$ cat config.mk
export PLATFORM = sky130hd
export DESIGN_NAME = iobus_n_connect
export DESIGN_NICKNAME = d
export VERILOG_FILES = /design/src/rtl/iobus_n_connect.sv
export SDC_FILE = /design/constraint.sdc
export NUM_CORES = 1
export LEC_CHECK = 0
export ABC_AREA = 1
export CORE_AREA = 4 4 180 182
export DETAILED_ROUTE_END_ITERATION = 10
export DIE_AREA = 0 0 184 186
export PLACE_DENSITY = 0.48
export SYNTH_ARGS = -nofsm -noshare
export SYNTH_HDL_FRONTEND = slang
export SYNTH_SLANG_ARGS = --single-unit
$ cat constraint.sdc
create_clock -name clk -period 1.3 [get_ports clk]
set_input_delay 0.13 -clock clk [delete_from_list [all_inputs] [get_ports clk]]
set_output_delay 0.13 -clock clk [all_outputs]
set_load 0.005 [all_outputs]
$ cat src/rtl/iobus_n_connect.sv
// PDP-6 IO bus fan-out/fan-in: one IOB master to NSLAVE device slaves with
// per-slave device-code decode, registered read-back, PI sync and reset stretch.
module iobus_n_connect #(
  parameter int          NSLAVE      = 4,
  parameter logic [55:0] DEV_CODES   = 56'h0,
  parameter logic [7:0]  DEV_DECODE  = 8'hFF,
  parameter int          RST_STRETCH = 4
) (
  input  logic                   clk,
  input  logic                   reset,
  input  logic                   m_iob_poweron,
  input  logic                   m_iob_reset,
  input  logic                   m_datao_clear,
  input  logic                   m_datao_set,
  input  logic                   m_cono_clear,
  input  logic                   m_cono_set,
  input  logic                   m_iob_fm_datai,
  input  logic                   m_iob_fm_status,
  input  logic [3:9]             m_ios,
  input  logic [0:35]            m_iob_write,
  output logic [1:7]             m_pi_req,
  output logic [0:35]            m_iob_read,
  output logic                   m_sel_err,
  output logic [NSLAVE-1:0]      s_iob_poweron,
  output logic [NSLAVE-1:0]      s_iob_reset,
  output logic [NSLAVE-1:0]      s_datao_clear,
  output logic [NSLAVE-1:0]      s_datao_set,
  output logic [NSLAVE-1:0]      s_cono_clear,
  output logic [NSLAVE-1:0]      s_cono_set,
  output logic [NSLAVE-1:0]      s_iob_fm_datai,
  output logic [NSLAVE-1:0]      s_iob_fm_status,
  output logic [NSLAVE*7-1:0]    s_ios,
  output logic [NSLAVE*36-1:0]   s_iob_write,
  input  logic [NSLAVE*7-1:0]    s_pi_req,
  input  logic [NSLAVE*36-1:0]   s_iob_read
);

  // stb bit order: 0 datao_clear, 1 datao_set, 2 cono_clear, 3 cono_set, 4 fm_datai, 5 fm_status
  logic [5:0]           stb_d, stb_q;
  logic [NSLAVE-1:0]    match_d, sel_q;
  logic [0:35]          read_d, read_q;
  logic [NSLAVE*7-1:0]  pi1_q, pi2_q;
  logic [1:7]           pi_or;
  logic                 rst_prev_q;
  logic [3:0]           cnt_d, cnt_q;
  logic                 err_d, err_q;
  logic [3:0]           nsel;
  logic                 rd_en;

  assign stb_d = {m_iob_fm_status, m_iob_fm_datai, m_cono_set,
                  m_cono_clear, m_datao_set, m_datao_clear};
  assign rd_en = stb_q[4] | stb_q[5];

  always_comb begin
    match_d = '0;
    read_d  = m_iob_write;
    pi_or   = '0;
    nsel    = '0;
    for (int i = 0; i < NSLAVE; i++) begin
      match_d[i] = (m_ios == DEV_CODES[i*7 +: 7]) | ~DEV_DECODE[i];
      if (sel_q[i] && rd_en)
        read_d = read_d | s_iob_read[i*36 +: 36];
      pi_or = pi_or | pi2_q[i*7 +: 7];
      // Broadcast (legacy) slaves are excluded from the duplicate-select count.
      nsel = nsel + 4'(sel_q[i] & DEV_DECODE[i]);
    end
  end

  always_comb begin
    cnt_d = cnt_q;
    if (m_iob_reset && !rst_prev_q)
      cnt_d = 4'(RST_STRETCH);
    else if (cnt_q != 4'd0)
      cnt_d = cnt_q - 4'd1;
  end

  // Clear has priority over a simultaneous set.
  always_comb begin
    err_d = err_q;
    if (m_iob_reset)
      err_d = 1'b0;
    else if ((nsel > 4'd1) && (stb_q != 6'd0))
      err_d = 1'b1;
  end

  always_ff @(posedge clk) begin
    if (reset) begin
      stb_q      <= '0;
      sel_q      <= '0;
      read_q     <= '0;
      pi1_q      <= '0;
      pi2_q      <= '0;
      rst_prev_q <= 1'b0;
      cnt_q      <= '0;
      err_q      <= 1'b0;
    end else begin
      stb_q      <= stb_d;
      sel_q      <= match_d;
      read_q     <= read_d;
      pi1_q      <= s_pi_req;
      pi2_q      <= pi1_q;
      rst_prev_q <= m_iob_reset;
      cnt_q      <= cnt_d;
      err_q      <= err_d;
    end
  end

  assign m_iob_read      = read_q;
  assign m_pi_req        = pi_or;
  assign m_sel_err       = err_q;
  assign s_iob_poweron   = {NSLAVE{m_iob_poweron}};
  assign s_iob_reset     = {NSLAVE{m_iob_reset | (cnt_q != 4'd0)}};
  assign s_ios           = {NSLAVE{m_ios}};
  assign s_iob_write     = {NSLAVE{m_iob_write}};
  assign s_datao_clear   = sel_q & {NSLAVE{stb_q[0]}};
  assign s_datao_set     = sel_q & {NSLAVE{stb_q[1]}};
  assign s_cono_clear    = sel_q & {NSLAVE{stb_q[2]}};
  assign s_cono_set      = sel_q & {NSLAVE{stb_q[3]}};
  assign s_iob_fm_datai  = sel_q & {NSLAVE{stb_q[4]}};
  assign s_iob_fm_status = sel_q & {NSLAVE{stb_q[5]}};

endmodule

==> reports/qor.txt <==
SETUP PATH
-------------------------------------------------------------------------------------
CP bufs+invs                                                                        5
Worst setup path class                                                   register to output port
Worst r2r dst                                                            m_iob_read[22]
Worst setup path startpoint                                                  sel_q[0]
Kind of start point of the critical path                                     register
Critical path's most frequent cell                                              buf_6
Worst path required time                                                      1.17 ns
Kind of end point of the critical path                                    output port
Crit-path max cell delay                                                      0.37 ns
Setup crit end                                                           s_iob_fm_status[2]
Maximum fanout along the worst path                                                 4
List of cells traversed by the critical path                             buf_6, nand2_4, inv_4, buf_6, buf_6, buf_6
Cell type of the slowest stage on the worst timing path                       dfxtp_4
Reg2Reg Setup Slack                                                          -0.02 ns
Number of gates on the worst path with buffers counted                              6
WP data arrival                                                               1.27 ns
Number of cells traversed by the worst register-to-register path                    7
Critical path's top delay family                                         buffers and inverters
Reg-to-Reg Start                                                             sel_q[0]

PWR
-------------------------------------------------------------------------------------
Total leakage power                                                          4.428 nW
Combinational share of power                                                    26.8%
Power Density                                                            869.1 nW/um^2
Sw Pwr                                                                       2.325 mW
Proportion of total power due to net switching                                 27.00%
Worst ir drop on vdd                                                      0.0004943 V
Total internal power                                                         6.287 mW
Clock share of power                                                            33.0%
Sequential share of power                                                       40.2%

PLACEMENT
-------------------------------------------------------------------------------------
Number of port buffers                                                            467
Total cell area at the placement stage                                     9349 sq um
Routability-driven placement congestion ratio                                  0.7669
Detailed placer's ending HPWL                                                17030 um
Setup slack at placement                                                   -0.2416 ns

GLOBAL ROUTING
-------------------------------------------------------------------------------------
Vias in the first global route                                                   4835
Aggregate global-route resource usage                                          11.09%
Initial antenna violation count                                                     2
First-pass GRT wire length                                                   28850 um
Met1 Track Usage GR                                                            12.66%
Met3 track demand over resource in global routing                              4.026%
Maximum number of pins on one net before global-route repair                       35
Routing layer with the top usage in global route                                 met2
M2 GR Usage                                                                    20.03%
Remaining global-route overflow                                                     0

YOSYS
-------------------------------------------------------------------------------------
Share of the yosys chip area belonging to registers                            39.01%
Compound-Gate Fraction of Synth Area                                           5.851%
Adder and majority cell fraction of the synthesized area                      0.2322%
Commonest register cell after synthesis                                       dfxtp_1
Post-Syn Nets                                                                     921
Dominant cells by area after synthesis                                   dfxtp_1 39%, buf_4 27%, nor2_1 11%
Syn Std Cell Area                                                          5389 sq um
Post-synthesis share of cell area spent on and, or, nand and nor gates         19.87%
Share of synthesized registers carrying an async set or reset                      0%
Combinational family with the most area after synthesis                  buffers and inverters
Mean instance size in the synthesized netlist                             7.754 sq um
Synthesis Warnings                                                                  0
Portion of synthesized cell area occupied by the leading cell type             39.01%
Mux share of post-synthesis cell area                                              0%
Unique masters post-synth                                                          18
Parity-gate share of the synthesized area counting xor and xnor cells         0.1625%
Gate Count Post-Synth                                                             695
Post-synthesis cell type with the largest combined area                       dfxtp_1
Number of enable-type register cells in the synthesized netlist                     0
Synthesis-stage register bit count                                                105

DIE
-------------------------------------------------------------------------------------
Area of the placeable core                                                30590 sq um
Initial standard-cell utilization of the core                                  17.62%
I/O pin count                                                                     473
Die area                                                                  34220 sq um
Number of placement rows                                                           64
Y dimension of the die                                                         186 um
Width of the die                                                               184 um

CLOCK NETWORK
-------------------------------------------------------------------------------------
Maximum count of clock buffers along a single path                                  2
TritonCTS clock tree                                                            built
CTS sink count                                                                    105
Inserted Clock Buffers                                                              9
Clock root cell                                                             clkbuf_16
Clock latency at the later pin of the worst-skew pair                         0.36 ns
Clock transition at the registers of the reported paths                       0.09 ns
Number of H-tree levels                                                             3

FINAL LAYOUT
-------------------------------------------------------------------------------------
Top library cells by usage in the layout, fill and taps aside            338 x clkdlybuf4s50_1, 159 x nor2_1, 101 x dfxtp_1
Net count, final                                                                 1255
Post-route standard cell area excluding fillers                            9908 sq um
Fill cell total of the finished layout                                           3260
Layout area overhead                                                           83.86%
Most frequent standard cell in the layout excluding fill and tap cells   clkdlybuf4s50_1
Layout cell share with drive strength beyond 1                                 19.05%
Ant diodes                                                                          0

STA
-------------------------------------------------------------------------------------
Headroom to the max-slew limit                                                 76.70%
Final worst slack                                                          -0.1035 ns
Setup-violating endpoint count in the final report                                 29
RSZ-0062 raised after global routing                                             true
Final Critical Period                                                        1.403 ns
Final Max Slew Viols                                                                0
Setup clock skew after layout                                              0.01368 ns
Actual slew at the worst max-slew pin                                       0.3494 ns
Period Utilization, post-route                                                 108.0%
Maximum clock frequency                                                     712.5 MHz
Final count of hold timing violations                                               0

RUN
-------------------------------------------------------------------------------------
Max-cap violation count                                                             0

ROUTING
-------------------------------------------------------------------------------------
Drt wl/cell                                                                  14.55 um
Detailed router's first-iteration violation count                                  73
Detail Route Antenna Nets                                                           0
Number of optimization iterations in the first detailed-route pass                  4
Final routed DRC violation total                                                    0
Sum of routed wire length over all layers                                    20810 um
Average vias per placed instance                                                3.446
Vias post-DR                                                                     4928

RUN STATUS
-------------------------------------------------------------------------------------
Outcome                                                                  finished, violations left
Failing checks                                                           setup timing

HOLD PATH
-------------------------------------------------------------------------------------
Worst hold-check path type                                               input port to register

## cells in the mapped netlist (2+ instances only)
| master | number |
|---|---|
| buf_4 | 197 |
| nor2_1 | 162 |
| dfxtp_1 | 105 |
| inv_1 | 77 |
| nand2_1 | 61 |
| a21oi_2 | 30 |
| nor2_2 | 30 |
| a21oi_1 | 9 |
| buf_2 | 8 |
| buf_12 | 3 |
| clkbuf_1 | 3 |
| nand3_1 | 3 |
| nor3b_1 | 2 |
## cells by family (layout without fill, tap and decap cells)
kind of cell / count (synthesis) / in the layout
buffers and inverters: 288 / 626
AND/OR/NAND/NOR: 260 / 261
flip-flops: 105 / 105
AO/OA/AOI/OAI: 40 / 40
adder cells (fa/ha/maj): 1 / 1
XOR/XNOR: 1 / 1
## layer usage
metal  vias to the layer above  share of wire [%]
met5                         -               0.16
met4                         4               0.88
met3                        23                9.4
met2                       226                 51
met1                      2146                 39
li1                       2529                  -
## repair_timing
item,CTS,global route
gates resized for setup,279,10
pin swaps,14,4
setup endpoints to repair,245,59
buffers inserted,12,6
hold buffers,0,0
cloned,2,2
## power groups by stage
stage	combinational [mW]	sequential (mW)	clock, mW
after floorplan	0.943	3.53	0
after global placement	2.35	3.52	0
after detailed placement	2.34	3.53	0
after CTS	2.27	3.46	3.04
after global routing	2.52	3.48	3.13
final	2.31	3.46	2.84
## per-stage QoR
step,instances,setup TNS [ns],utilization (%),hold slack [ns],power (mW)
2_1_floorplan,695,0,-,0.2361,4.470
3_3_place_gp,1393,-20.53,30.56,0.2601,5.869
3_5_place_dp,1393,-20.74,30.56,0.2601,5.873
4_1_cts,1423,-1.826,32.08,0.09367,8.773
5_1_grt,1430,-2.873,32.39,0.1031,9.131
6_report,1430,-0.5370,32.39,0.1118,8.611
## worst register-to-register path, delay by kind of cell (launching register included)
kind / cells / cell delay (ns)
buffers and inverters: 3 / 0.46
flip-flops: 1 / 0.37
AO/OA/AOI/OAI: 1 / 0.16
AND/OR/NAND/NOR: 3 / 0.21
## final cells by class
type | instances | area, sq um | share of cell area [%]
clock buffer | 9 | 225.2 | 2.273
clock inverter | 7 | 93.84 | 0.9471
inverter | 77 | 304.0 | 3.069
multi-input combinational | 303 | 1500 | 15.14
sequential | 105 | 2110 | 21.29
tap | 396 | 495.5 | 5.001
timing repair buffer | 533 | 5180 | 52.28
## flip-flops by register name, summed over array words and instances, names as in the netlist
signal	count
stb_q	6
m_sel_err	1
pi2_q	28
rst_prev_q	1
cnt_q	4
pi1_q	28
sel_q	1
m_iob_read	36
## worst min path at each step
| stage | slack (ns) | from | to | cells past startpoint |
|---|---|---|---|---|
| after floorplan | 0.24 | m_iob_write[10] | m_iob_read[10] | 2 |
| after global placement | 0.26 | m_iob_poweron | s_iob_poweron[2] | 0 |
| after detailed placement | 0.26 | m_iob_poweron | s_iob_poweron[2] | 0 |
| after CTS | 0.09 | reset | pi1_q[14] | 2 |
| after global routing | 0.10 | reset | pi2_q[1] | 2 |
| final | 0.11 | reset | pi2_q[6] | 2 |
Power figures use the tool's default switching activity.
